===== src/rtl/clk_div_ctrl_if.sv =====
//------------------------------------------------------------------------------
// Module   : clk_div_ctrl_if
// Purpose  : Host configuration port and divided-clock status bundle.
// Revision : 1.0
//------------------------------------------------------------------------------
`default_nettype none

interface clk_div_ctrl_if #(
  parameter int W    = 8,
  parameter int NCH  = 3,
  parameter int CH_W = (NCH > 1) ? $clog2(NCH) : 1
);
  logic            cfg_valid;
  logic            cfg_ready;
  logic [CH_W-1:0] cfg_ch;
  logic [W-1:0]    cfg_half;
  logic            cfg_en;
  logic [NCH-1:0]  clk_out;
  logic [NCH-1:0]  tick;
  logic [NCH-1:0]  pend;
  logic [NCH-1:0]  active;

  modport master (
    output cfg_valid, cfg_ch, cfg_half, cfg_en,
    input  cfg_ready, clk_out, tick, pend, active
  );

  modport slave (
    input  cfg_valid, cfg_ch, cfg_half, cfg_en,
    output cfg_ready, clk_out, tick, pend, active
  );
endinterface

`default_nettype wire


===== src/rtl/clk_div_ctrl.sv =====
//------------------------------------------------------------------------------
// Module   : clk_div_ctrl
// Purpose  : NCH-channel 50%-duty clock divider with shadowed reconfiguration.
// Revision : 1.0
//------------------------------------------------------------------------------
`default_nettype none

module clk_div_ctrl #(
  parameter int W   = 8,
  parameter int NCH = 3
) (
  input  logic           CLK_in,
  input  logic           RST,
  clk_div_ctrl_if.slave  bus
);

  localparam int CH_W = (NCH > 1) ? $clog2(NCH) : 1;

  typedef enum logic [1:0] {
    S_OFF      = 2'd0,
    S_RUN      = 2'd1,
    S_RUN_PEND = 2'd2
  } state_t;

  logic           w_ready;
  logic [W-1:0]   w_half_eff;
  logic [NCH-1:0] w_clk;
  logic [NCH-1:0] w_tick;
  logic [NCH-1:0] w_pend;
  logic [NCH-1:0] w_active;

  // Out-of-range channel numbers stay ready so the host never stalls on them.
  always_comb begin
    w_ready = 1'b1;
    for (int i = 0; i < NCH; i++) begin
      if (bus.cfg_ch == CH_W'(i)) begin
        w_ready = !w_pend[i];
      end
    end
  end

  assign w_half_eff    = (bus.cfg_half == '0) ? W'(1) : bus.cfg_half;
  assign bus.cfg_ready = w_ready;
  assign bus.clk_out   = w_clk;
  assign bus.tick      = w_tick;
  assign bus.pend      = w_pend;
  assign bus.active    = w_active;

  for (genvar gi = 0; gi < NCH; gi++) begin : g_ch
    state_t       r_state;
    logic [W-1:0] r_cnt;
    logic [W-1:0] r_half_act;
    logic [W-1:0] r_half_sh;
    logic         r_en_sh;
    logic         r_clk;
    logic         r_tick;
    logic         w_acc;
    logic         w_wrap;

    assign w_acc  = bus.cfg_valid && w_ready && (bus.cfg_ch == CH_W'(gi));
    assign w_wrap = (r_cnt == (r_half_act - W'(1)));

    always_ff @(posedge CLK_in or posedge RST) begin
      if (RST) begin
        r_state    <= S_OFF;
        r_cnt      <= '0;
        r_half_act <= W'(1);
        r_half_sh  <= '0;
        r_en_sh    <= 1'b0;
        r_clk      <= 1'b0;
        r_tick     <= 1'b0;
      end else begin
        r_tick <= 1'b0;
        case (r_state)
          S_OFF: begin
            r_clk <= 1'b0;
            r_cnt <= '0;
            if (w_acc) begin
              r_half_act <= w_half_eff;
              if (bus.cfg_en) begin
                r_state <= S_RUN;
              end
            end
          end
          S_RUN, S_RUN_PEND: begin
            if (w_wrap) begin
              r_cnt  <= '0;
              r_clk  <= !r_clk;
              r_tick <= 1'b1;
              // Shadow lands only on the falling edge so every period is whole.
              if ((r_state == S_RUN_PEND) && r_clk) begin
                if (r_en_sh) begin
                  r_half_act <= r_half_sh;
                  r_state    <= S_RUN;
                end else begin
                  r_state    <= S_OFF;
                end
              end
            end else begin
              r_cnt <= r_cnt + W'(1);
            end
            if ((r_state == S_RUN) && w_acc) begin
              r_half_sh <= w_half_eff;
              r_en_sh   <= bus.cfg_en;
              r_state   <= S_RUN_PEND;
            end
          end
          default: r_state <= S_OFF;
        endcase
      end
    end

    assign w_clk[gi]    = r_clk;
    assign w_tick[gi]   = r_tick;
    assign w_pend[gi]   = (r_state == S_RUN_PEND);
    assign w_active[gi] = (r_state != S_OFF);
  end

endmodule

`default_nettype wire


===== src/flat_wrapper.sv =====
// flat-port wrapper written by rule: the top's interface ports become plain ports
module clk_div_ctrl_flat 
#(
  parameter int W   = 8,
  parameter int NCH = 3
)
  (CLK_in, RST, bus_cfg_valid, bus_cfg_ch, bus_cfg_half, bus_cfg_en, bus_cfg_ready, bus_clk_out, bus_tick, bus_pend, bus_active);
  clk_div_ctrl_if #(.W(W), .NCH(NCH)) bus_i ();
  input  logic CLK_in;
  input  logic RST;
  input wire logic [$bits(bus_i.cfg_valid)-1:0] bus_cfg_valid;
  input wire logic [$bits(bus_i.cfg_ch)-1:0] bus_cfg_ch;
  input wire logic [$bits(bus_i.cfg_half)-1:0] bus_cfg_half;
  input wire logic [$bits(bus_i.cfg_en)-1:0] bus_cfg_en;
  output wire logic [$bits(bus_i.cfg_ready)-1:0] bus_cfg_ready;
  output wire logic [$bits(bus_i.clk_out)-1:0] bus_clk_out;
  output wire logic [$bits(bus_i.tick)-1:0] bus_tick;
  output wire logic [$bits(bus_i.pend)-1:0] bus_pend;
  output wire logic [$bits(bus_i.active)-1:0] bus_active;
  assign bus_i.cfg_valid = bus_cfg_valid;
  assign bus_i.cfg_ch = bus_cfg_ch;
  assign bus_i.cfg_half = bus_cfg_half;
  assign bus_i.cfg_en = bus_cfg_en;
  assign bus_cfg_ready = bus_i.cfg_ready;
  assign bus_clk_out = bus_i.clk_out;
  assign bus_tick = bus_i.tick;
  assign bus_pend = bus_i.pend;
  assign bus_active = bus_i.active;
  clk_div_ctrl #(.W(W), .NCH(NCH)) u_core (.CLK_in(CLK_in), .RST(RST), .bus(bus_i));
endmodule

===== config.mk =====
export PLATFORM = sky130hd
export DESIGN_NAME = clk_div_ctrl_flat
export DESIGN_NICKNAME = d
export VERILOG_FILES = /design/src/rtl/clk_div_ctrl_if.sv /design/src/rtl/clk_div_ctrl.sv /design/src/flat_wrapper.sv
export SDC_FILE = /design/constraint.sdc
export NUM_CORES = 1
export LEC_CHECK = 0
export CORE_MARGIN = 8
export CORE_UTILIZATION = 35
export CTS_CLUSTER_DIAMETER = 40
export CTS_CLUSTER_SIZE = 10
export DETAILED_ROUTE_END_ITERATION = 8
export PLACE_DENSITY = 0.56
export SYNTH_ARGS = -nofsm -noshare
export SYNTH_HDL_FRONTEND = slang
export SYNTH_SLANG_ARGS = --single-unit

===== constraint.sdc =====
create_clock -name CLK_in -period 3.8 [get_ports CLK_in]
set_input_delay 0.76 -clock CLK_in [delete_from_list [all_inputs] [get_ports CLK_in]]
set_output_delay 0.76 -clock CLK_in [all_outputs]
set_load 0.1 [all_outputs]

# Yosys cells after proc, flatten, opt, wreduce, memory -nomap -nowiden
# Index checks and enable logic that the tools add are counted.
[totals]
word_cells = 157
regBits = 87
output_inout_bits = 13
[classes]
reduce_logical = 42
eq_ne = 32
addsub = 6
muxes = 56
[op_table]
columns = ["cell", "n"]
rows = [
  ["8-bit two-way mux", 16],
  ["8-bit case mux with 2 select lines", 6],
  ["2-bit two-way mux", 13],
  ["8-bit by 1-bit adder with 8-bit output (second input constant)", 3],
  ["8-bit equality test", 3],
  ["2-bit by 1-bit != test with 1-bit output (second input constant)", 12],
  ["8-bit by 1-bit subtractor with 8-bit output (second input constant)", 3],
  ["3-bit by 1-bit != test with 1-bit output (second input constant)", 6],
  ["1-bit two-way mux", 15],
  ["5-bit AND reduction", 3],
  ["2-bit case mux with 2 select lines", 3],
  ["2-bit AND reduction", 6],
  ["4-bit AND reduction", 3],
  ["2-bit nonzero test", 6],
  ["1-bit logical AND", 10],
  ["2-bit by 1-bit equality test with 1-bit output (second input constant)", 4],
  ["2-bit equality test (second input constant)", 4],
  ["2-bit zero test", 4],
  ["8-bit zero test", 1],
  ["1-bit zero test", 6],
  ["2-bit != test (second input constant)", 3],
  ["1-bit case mux with 2 select lines", 3],
  ["2-bit OR reduction", 3],
]

# Logic depth before layout (Yosys ltp)
# Gate-level depths: netlist of the first run.
[logic_depth]
word_depth = 10
depth_mapped = 12
mapped_depth_nobuf = 8

# Least setup slack after synthesis of the first run
# No wires, ideal clock.
[synth_timing]
kind = "reg-to-output"
from = "register u_core.g_ch[2].r_state[0]"
to = "output bus_cfg_ready"
t_required_ns = 3.040
n_path_buf = 0
arrival_ns = 2.892
setup_slack_ns = 0.148
path_stages_with_launch = 6
cell_sequence = "dfrtp_1 inv_1 ha_1 mux2i_1 nor2_1 a31oi_1"
[synth_between]
elab_chain_len = 3
[synth_lines]
columns = ["element", "line_no", "rtl"]
rows = [
  ["start, declared", "clk_div_ctrl.sv:50", "state_t r_state;"],
  ["start signal, assigned", "clk_div_ctrl.sv:65", "r_state <= S_OFF;"],
  ["start signal, assigned", "clk_div_ctrl.sv:81", "r_state <= S_RUN;"],
  ["start signal, assigned", "clk_div_ctrl.sv:94", "r_state <= S_RUN;"],
  ["2-bit equality test", "clk_div_ctrl.sv:115", "assign w_pend[gi] = (r_state == S_RUN_PEND);"],
  ["via bus_pend[2]", "flat_wrapper.sv:18", "output wire logic [$bits(bus_i.pend)-1:0] bus_pend;"],
  ["1-bit zero test", "clk_div_ctrl.sv:37", "w_ready = !w_pend[i];"],
  ["1-bit two-way mux", "clk_div_ctrl.sv:36", "if (bus.cfg_ch == CH_W'(i)) begin"],
  ["end, declared", "flat_wrapper.sv:15", "output wire logic [$bits(bus_i.cfg_ready)-1:0] bus_cfg_ready;"],
]
# The timed path passes the listed nets, and every way through them passes these cells.

# Final worst setup path of the first run
[layout_timing]
from = "input bus_cfg_ch[1]"
to = "output bus_cfg_ready"
[layout_between]
elab_chain_len = 4
elab_cells_between_ends = 6
cone_classes = "eq/ne (2); mux (3); reduce/logical (1)"
[layout_lines]
columns = ["element", "line_no", "rtl"]
rows = [
  ["start, declared", "flat_wrapper.sv:12", "input wire logic [$bits(bus_i.cfg_ch)-1:0] bus_cfg_ch;"],
  ["2-bit zero test", "clk_div_ctrl.sv:36", ""],
  ["1-bit two-way mux (2 in a row)", "clk_div_ctrl.sv:36", ""],
  ["1-bit two-way mux *", "clk_div_ctrl.sv:36", ""],
]
# Every way passes the cells marked *; elsewhere a longest branch is shown, timed or not.

==> run_results.csv, run 1 <==
group,metric,value,unit
outcome,status,"finished, final reports clean",
yosys,ys_types,65,
pwr,power_leakage,2.563,nW
clock_network,clk_pin_slew,0.06,ns
placed_design,dp_hpwl,8643,um
timing,tightest_slew,0.9700,ns
floorplan,start_util,35.48,%
yosys,synth-edff-count,0,
placed_design,gp_congestion,0.8084,
yosys,syn_inst,555,
global_routing,grt_max_degree,46,
drt,post-route-drc-count,0,
global_routing,antenna_found_initial,0,
drt,vias_per_cell,5.418,
global_routing,track_usage,12.74,%
timing,drv_slew,0,
placed_design,port_buffers,26,
yosys,yosysMostFrequentCell,"dfrtp_1",
yosys,ys_warn_count,0,
clock_network,clk_latency,0.34,ns
floorplan,die_w,139.7,um
drt,wl_per_cell,16.10,um
timing,relSlewSlack,35.13,%
layout,utilization,40.06,%
layout,area_delta_synth_final,12.90,%
pwr,p_per_area,837.7,nW/um^2
critical_path,cp.required,3.04,ns
floorplan,fp.coreArea,15090,um^2
job,maxCapViolCount,0,
timing,clock.fmax,358.3,MHz
clock_network,cts_sinks,87,
critical_path,worstSetupEndpointType,"output port",
yosys,synth.net_count,587,
yosys,synthArstFlopShare,100.0,%
clock_network,cts_inserted_buffers,9,
clock_network,cts_setup_buffers,0,
global_routing,grt-ovfl-total,0,
floorplan,die-area,19510,um^2
yosys,synth_top_area_share,39.26,%
layout,diodes,0,
clock_network,post_cts_resized,0,
critical_path,path_max_fanout,5,
layout,nets,595,
drt,num_vias,4096,
timing,rsz0062_at_grt,"false",
yosys,synth_common_cells,"dfrtp_1 (84), nand2_1 (39), a21oi_1 (31), nand3_1 (29), mux2_2 (25)",
global_routing,grt_pass1_wl,20410,um
drt,drt-pass1-iter-count,4,
drt,route.antenna.remaining_nets,0,
layout,fin_cells,756,
clock_network,cts_max_level,3,
clock_network,cts_hold_buf,0,
yosys,avgSynthCellArea,9.647,um^2
yosys,ys_seq_area_share,40.73,%
yosys,yosys.area.top_type,"dfrtp_1",
pwr,p_total,0.005064,W
hold_path,worstHoldPathCells,2,
timing,timing.final.crit_share,73.44,%
critical_path,reg2reg_depth,8,
floorplan,die_h,139.7,um
floorplan,num_rows,45,
pwr,irDropWorstVdd,0.0003288,V
layout,drive_gt1_share,13.91,%
timing,setup_viol,0,
yosys,synth_ff_type,"dfrtp_1",
global_routing,grt_pass1_vias,3974,
timing,hold_viol_final,0,
hold_path,hp-class,"register to register",
timing,setup_tns,0,ns
placed_design,place_inst,740,
critical_path,cp.arrival,2.03,ns
floorplan,ioPinCount,27,
drt,wirelength,12170,um
clock_network,cts.path.max_buffers,2,
yosys,synthTopCellsByArea,"dfrtp_1 (39%), mux2_2 (5.3%), ha_1 (4.2%)",
clock_network,cts_tree,"built",
yosys,syn_area,5354,um^2
timing,finalCriticalPeriod,2.791,ns
drt,initialDrtViolationCount,233,
critical_path,start_kind,"input port",
layout,finalInstanceArea,6045,um^2
timing,finClkSkew,0.01071,ns
yosys,synth-seq-cells,87,
placed_design,dpl_cell_area,5705,um^2
clock_network,clockRootBuffer,"clkbuf_16",
critical_path,path_class,"input port to output port",
==> final timing paths <==
path / slack [ns] / from / endpoint
max: 1.01 / bus_cfg_ch[1] / bus_cfg_ready
min: 0.49 / u_core.g_ch[1].r_half_sh[0]$_DFFE_PP0P_ / u_core.g_ch[1].r_half_sh[0]$_DFFE_PP0P_
max reg2reg: 1.04 / u_core.g_ch[2].r_half_act[0]$_DFFE_PP1P_ / u_core.g_ch[2].r_cnt[2]$_DFFE_PP0P_
min reg2reg: 0.49 / u_core.g_ch[1].r_half_sh[0]$_DFFE_PP0P_ / u_core.g_ch[1].r_half_sh[0]$_DFFE_PP0P_
max in group asynchronous: 2.17 / RST / u_core.g_ch[1].r_half_act[0]$_DFFE_PP1P_
min in group asynchronous: 0.85 / RST / u_core.g_ch[2].r_cnt[4]$_DFFE_PP0P_
==> final cells by class <==
cell class / instances / area (um^2)
fillers: 1485 / 9045
multi-input cells: 410 / 2905
flip-flops and latches: 87 / 2181
repair buffers: 31 / 292.8
well taps: 188 / 235.2
clock buffers: 11 / 232.7
clock inverters: 5 / 106.4
inverters: 24 / 91.34
==> cell usage in the layout (no fill, tap or decap), types with 19 or more instances in the layout <==
cell type and instances:
nor2_1 24, clkdlybuf4s50_1 19, xor2_1 22, xnor2_1 20, mux2_2 25, nor3_1 21
a21oi_1 31, inv_1 23, nand3_1 29, nand2_1 39, dfrtp_1 84
==> worst max-delay path: stages <==
cell	delay, ns
clkdlybuf4s50_1	0.56
mux2i_1	0.20
nor2_1	0.05
a31oi_1	0.15
buf_4	0.31
==> where the power goes <==
part           internal (W)  total [W]  leakage [nW]  switching, W
Clock              0.000645    0.00102         0.160      0.000376
Combinational      0.000959    0.00239          1.31       0.00143
Sequential          0.00128    0.00165          1.09      0.000372
==> layer usage <==
metal  part of all wire [%]  GRT usage, %  up-vias
met3                    2.5         2.223        9
met1                     48         16.16     2015
li1                       -             -     2017
met4                    1.1         4.457        0
met5                      0             0        -
met2                     49         21.35       55
==> metrics by stage <==
stage	worst slack [ns]	hold WS [ns]
5_1_grt	0.7825	0.5193
2_1_floorplan	0.1481	0.4418
4_1_cts	1.002	0.5005
3_5_place_dp	0.8524	0.4705
3_3_place_gp	0.9629	0.4660
6_report	1.009	0.4910
==> registers in the layout, summed over array words and instances, names as in the netlist <==
name,count
u_core.g_ch.r_cnt,24
u_core.g_ch.r_half_act,24
u_core.g_ch.r_half_sh,24
u_core.g_ch.r_state,6
u_core.g_ch.r_clk,3
u_core.g_ch.r_en_sh,3
u_core.g_ch.r_tick,3
==> logic make-up after synthesis <==
family	synth area share, %
compound gates	14.42
xor+xnor	6.871
fa+ha+maj	4.207
buf+inv	5.095
flops	40.73
mux	8.740
simple gates	19.93
No activity file was read; power rests on OpenSTA's default activity.
==> run 2, diff against run 1 <==
Settings changed: PLACE_DENSITY 0.56 to 0.58.
Clock period 3.8 ns to 2.3 ns, I/O delays scaled along.
==> run_results.csv, run 2 (synthesized netlist as in run 1, its figures left out) <==
group,metric,value,unit
drt,num_vias,4334,
critical_path,path_class,"register to register",
critical_path,rrSetupSlack,0.01,ns
drt,initialDrtViolationCount,125,
floorplan,fp.coreArea,15090,um^2
layout,layout_common_cells,"dfrtp_1 (82), buf_4 (62), nand2_1 (39)",
layout,area_delta_synth_final,28.02,%
outcome,status,"finished, final reports clean",
pwr,power_leakage,2.920,nW
pwr,p_per_area,1403,nW/um^2
job,maxCapViolCount,0,
global_routing,grt-ovfl-total,0,
timing,drv_slew,0,
global_routing,antenna_found_initial,0,
drt,route.antenna.remaining_nets,0,
floorplan,start_util,35.48,%
floorplan,die_w,139.7,um
critical_path,cp.required,2.53,ns
layout,final_common_cell,"dfrtp_1",
drt,drt-pass1-iter-count,4,
clock_network,cts_inserted_buffers,9,
drt,vias_per_cell,5.331,
clock_network,cts_tree,"built",
clock_network,clockRootBuffer,"clkbuf_16",
clock_network,cts.path.max_buffers,2,
layout,drive_gt1_share,28.64,%
placed_design,port_buffers,26,
clock_network,clk_pin_slew,0.07,ns
pwr,irDropWorstVdd,0.0009204,V
global_routing,grt_use_met2,23.22,%
layout,finalInstanceArea,6854,um^2
global_routing,use_met3,3.523,%
placed_design,dpl_cell_area,6284,um^2
clock_network,cts_sinks,87,
critical_path,path_max_fanout,4,
timing,finalCriticalPeriod,2.288,ns
global_routing,grt_max_degree,52,
hold_path,hp-class,"register to register",
critical_path,worstReg2RegStart,"u_core.g_ch[1].r_half_act[2]$_DFFE_PP0P_",
timing,tightest_slew,0.5459,ns
placed_design,gp_congestion,0.8433,
floorplan,die_h,139.7,um
global_routing,grt_pass1_wl,22020,um
drt,wl_per_cell,16.39,um
timing,timing.final.crit_share,99.49,%
critical_path,r2r-end,"u_core.g_ch[1].r_state[0]$_DFFE_PP0P_",
global_routing,grt_pass1_vias,4372,
floorplan,ioPinCount,27,
critical_path,start_kind,"register",
critical_path,worstSetupEndpointType,"register",
placed_design,dp_hpwl,9603,um
layout,nets,652,
timing,finClkSkew,0.004967,ns
timing,hold_viol_final,0,
layout,utilization,45.42,%
global_routing,track_usage,13.94,%
clock_network,clk_latency,0.35,ns
global_routing,grt-busiest-layer,"met2",
drt,post-route-drc-count,0,
timing,rsz0062_at_grt,"true",
timing,clock.fmax,437.0,MHz
critical_path,cp.arrival,2.52,ns
floorplan,num_rows,45,
layout,reg_top3,"u_core.g_ch.r_cnt (24), u_core.g_ch.r_half_act (24), u_core.g_ch.r_half_sh (24)",
timing,relSlewSlack,63.61,%
layout,diodes,0,
global_routing,met1_usage,17.02,%
timing,setup_viol,0,
timing,whs,0.4810,ns
clock_network,cts_max_level,3,
hold_path,worstHoldPathCells,2,
floorplan,die-area,19510,um^2
hold_path,min_to,"u_core.g_ch[2].r_half_sh[0]$_DFFE_PP0P_",
clock_network,cts_hold_buf,0,
drt,wirelength,13330,um
critical_path,reg2reg_depth,6,
hold_path,worstHoldStart,"u_core.g_ch[2].r_half_sh[0]$_DFFE_PP0P_",
[run 2: cell types whose count changed in the layout (fill, tap and decap cells not counted), sizes merged]
cell / change
and2: +1
buf: +62
clkbuf: -1
clkdlybuf4s50: -6
clkinvlp: +2
inv: -1
[run 2: how the worst max path moves through the flow]
stage / from / to / slack [ns] / depth (start not counted)
floorplan: u_core.g_ch[0].r_half_act[0]$_DFFE_PP1P_ / u_core.g_ch[0].r_state[0]$_DFFE_PP0P_ / -0.02 / 7
global placement: u_core.g_ch[1].r_half_act[0]$_DFFE_PP1P_ / u_core.g_ch[1].r_state[0]$_DFFE_PP0P_ / -0.03 / 8
detailed placement: u_core.g_ch[1].r_half_act[3]$_DFFE_PP0P_ / u_core.g_ch[1].r_state[0]$_DFFE_PP0P_ / -0.11 / 6
CTS: u_core.g_ch[0].r_half_act[0]$_DFFE_PP1P_ / u_core.g_ch[0].r_state[0]$_DFFE_PP0P_ / -0.03 / 7
global route: u_core.g_ch[0].r_half_act[1]$_DFFE_PP0P_ / u_core.g_ch[0].r_state[0]$_DFFE_PP0P_ / -0.08 / 7
finish: u_core.g_ch[1].r_half_act[2]$_DFFE_PP0P_ / u_core.g_ch[1].r_state[0]$_DFFE_PP0P_ / 0.01 / 6
[run 2: stage by stage]
stage          total power [W]  worst slack [ns]  instances  TNS (ns)
2_1_floorplan         0.005981          -0.01833        555  -0.01833
3_3_place_gp          0.007320          -0.02637        793  -0.03456
3_5_place_dp          0.007503           -0.1109        793   -0.5630
4_1_cts               0.009442          -0.02695        811  -0.03880
5_1_grt                0.01027          -0.07730        813   -0.3943
6_report              0.009617           0.01181        813         0
[run 2: power breakdown]
part	internal, W	leakage [nW]	total [W]	switching, W
Combinational	0.00238	1.66	0.00518	0.00281
Sequential	0.00212	1.09	0.00273	0.000613
Clock	0.00109	0.168	0.00171	0.000618
[run 2: final cells by class]
cell class	count	area (um^2)
clock buffers	10	239.0
clock inverters	6	107.6
fillers	1411	8235
inverters	24	97.59
multi-input cells	411	3164
flip-flops and latches	87	2183
well taps	188	235.2
repair buffers	87	827.0
[run 2: layer usage]
metal | up-vias | wire length (um)
met4 | 0 | 229
met5 | - | 0
met1 | 2132 | 6130
met2 | 64 | 6554
met3 | 19 | 414
li1 | 2119 | -
[run 2: critical path: stages, from the launching register on]
cell and delay, ns:
dfrtp_2 0.44, nor4_4 0.30, xnor2_1 0.18, a31oi_2 0.15, or4_4 0.58, a31oi_4 0.21, mux2_4 0.32
[run 2: timing repair]
item | CTS | global route
gates cloned | 0 | 1
resized for setup | 14 | 24
endpoints found under the setup margin | 10 | 32
pin swaps | 6 | 8
setup buffers | 2 | 2
==> run 3, diff against run 2 <==
--- a/config.mk
+++ b/config.mk
@@ -12,2 +12,3 @@
 export DETAILED_ROUTE_END_ITERATION = 8
+export HOLD_SLACK_MARGIN = 0.03
 export PLACE_DENSITY = 0.58
==> constraint.sdc (replaced) <==
create_clock -name CLK_in -period 2.3 [get_ports CLK_in]
set_input_delay 0.69 -clock CLK_in [delete_from_list [all_inputs] [get_ports CLK_in]]
set_output_delay 0.69 -clock CLK_in [all_outputs]
set_load 0.1 [all_outputs]
==> run_results.csv, run 3 (synthesized netlist as in run 1, its figures left out) <==
group,metric,value,unit
outcome,status,"finished, violations left",
outcome,violations,"negative setup slack",
placed_design,gp_congestion,0.8260,
timing,setup_tns,-0.06945,ns
placed_design,dp_hpwl,9515,um
timing,hold_viol_final,0,
layout,fin_cells,826,
layout,final_common_cell,"dfrtp_1",
global_routing,track_usage,14.00,%
timing,clock.fmax,430.1,MHz
global_routing,grt-ovfl-total,0,
placed_design,dpl_cell_area,6370,um^2
floorplan,fp.coreArea,15090,um^2
drt,num_vias,4366,
clock_network,clk_latency,0.35,ns
critical_path,worstSetupEndpointType,"register",
critical_path,cp.required,2.53,ns
pwr,p_int,0.005790,W
hold_path,worstHoldPathCells,2,
layout,reg_top3,"u_core.g_ch.r_cnt (24), u_core.g_ch.r_half_act (24), u_core.g_ch.r_half_sh (24)",
layout,diodes,0,
timing,drv_slew,0,
critical_path,reg2reg_depth,7,
drt,initialDrtViolationCount,265,
pwr,power_leakage,3.021,nW
hold_path,worstHoldStart,"u_core.g_ch[2].r_half_sh[0]$_DFFE_PP0P_",
clock_network,clockRootBuffer,"clkbuf_16",
pwr,combPwrFrac,55.0,%
timing,rsz0062_at_grt,"true",
layout,layout_common_cells,"dfrtp_1 (83), buf_4 (68), nand2_1 (38)",
pwr,swShare,41.18,%
floorplan,num_rows,45,
clock_network,clk_pin_slew,0.06,ns
placed_design,port_buffers,26,
layout,drive_gt1_share,30.56,%
clock_network,cts_inserted_buffers,9,
drt,post-route-drc-count,0,
clock_network,cts.path.max_buffers,2,
floorplan,die_h,139.7,um
timing,setup_viol,7,
pwr,p_clk_share,17.3,%
critical_path,start_kind,"register",
hold_path,min_to,"u_core.g_ch[2].r_half_sh[0]$_DFFE_PP0P_",
global_routing,grt_max_degree,41,
drt,vias_per_cell,5.286,
critical_path,worstReg2RegStart,"u_core.g_ch[1].r_half_act[1]$_DFFE_PP0P_",
timing,finClkSkew,0.005905,ns
timing,timing.final.crit_share,101.1,%
drt,route.antenna.remaining_nets,0,
drt,wl_per_cell,15.99,um
timing,tightest_slew,0.4558,ns
hold_path,hp-class,"register to register",
clock_network,cts_tree,"built",
pwr,seqPwrFrac,27.7,%
placed_design,preCtsSetupSlack,-0.3066,ns
critical_path,r2r-end,"u_core.g_ch[1].r_state[0]$_DFFE_PP0P_",
job,maxCapViolCount,0,
critical_path,rrSetupSlack,-0.03,ns
global_routing,grt_pass1_wl,22340,um
drt,drt-pass1-iter-count,5,
pwr,irDropWorstVdd,0.0009285,V
floorplan,die_w,139.7,um
layout,nets,665,
placed_design,place_inst,800,
global_routing,antenna_found_initial,0,
timing,finalCriticalPeriod,2.325,ns
floorplan,start_util,35.48,%
pwr,p_total,0.009843,W
pwr,p_switching,0.004053,W
critical_path,cp.arrival,2.56,ns
global_routing,grt_pass1_vias,4423,
pwr,p_per_area,1390,nW/um^2
timing,worst_slack,-0.02531,ns
drt,wirelength,13210,um
layout,finalInstanceArea,7082,um^2
critical_path,path_class,"register to register",
critical_path,path_max_fanout,4,
clock_network,cts_max_level,3,
floorplan,die-area,19510,um^2
timing,relSlewSlack,69.55,%
floorplan,ioPinCount,27,
clock_network,cts_sinks,87,
layout,area_delta_synth_final,32.27,%
run 3: cell count changes in the layout (fill, tap and decap cells not counted), sizes merged:
cell           change
buf               +13
clkbuf             +3
clkdlybuf4s15      +1
clkdlybuf4s50      -2
clkinv             -2
clkinvlp           -1
dlygate4sd2        +1
run 3: metal layers:
metal  track usage, %  share of wire, %  up-vias
li1                 -                 -     2145
met1            16.94                44     2142
met2            23.58                50       65
met3            4.070               4.6       14
met4            4.229               1.4        0
met5                0                 0        -
run 3: metrics by stage:
stage | util (%) | hold WS, ns
floorplan | - | 0.4418
global placement | 42.21 | 0.4643
detailed placement | 42.21 | 0.4764
CTS | 45.33 | 0.4904
global route | 46.93 | 0.5146
finish | 46.93 | 0.4800
run 3: worst max-delay path by stage:
stage                                             startpoint                                  endpoint  cells past startpoint
floorplan              u_core.g_ch[0].r_state[0]$_DFFE_PP0P_                             bus_cfg_ready                      5
global placement                               bus_cfg_ch[1]                             bus_cfg_ready                      5
detailed placement                             bus_cfg_ch[1]                             bus_cfg_ready                      5
CTS                 u_core.g_ch[1].r_half_act[0]$_DFFE_PP1P_     u_core.g_ch[1].r_state[0]$_DFFE_PP0P_                      8
global route        u_core.g_ch[1].r_half_act[0]$_DFFE_PP1P_  u_core.g_ch[1].r_half_act[2]$_DFFE_PP0P_                      9
finish              u_core.g_ch[1].r_half_act[1]$_DFFE_PP0P_     u_core.g_ch[1].r_state[0]$_DFFE_PP0P_                      7
run 3: what timing repair did:
action | in CTS | in global routing
cloned | 1 | 0
resized for setup | 24 | 38
pin swaps | 11 | 16
hold buffers | 0 | 0
setup endpoints to repair | 6 | 30
buffers inserted | 3 | 6
run 3: worst max-delay path, cell delays in order, from the launching register on:
cell	delay, ns
dfrtp_1	0.42
nor2_1	0.21
buf_4	0.16
o211ai_1	0.08
o211a_1	0.29
or4_4	0.52
a31oi_4	0.21
mux2_4	0.32
run 3: final cells by class:
cell class	instances	area, um^2
clock buffer	13	250.2
clock inverter	3	90.09
fill	1379	8008
inverter	24	97.59
multi-input combinational	411	3251
sequential	87	2182
tap	188	235.2
timing repair buffer	100	975.9
run 3: power groups by stage:
stage | clock network, W | registers (W) | logic (W)
2_1_floorplan | 0 | 0.00252 | 0.00344
3_3_place_gp | 0 | 0.00266 | 0.00471
3_5_place_dp | 0 | 0.00268 | 0.00485
4_1_cts | 0.00175 | 0.00268 | 0.00508
5_1_grt | 0.00181 | 0.00283 | 0.00592
6_report | 0.00170 | 0.00273 | 0.00541
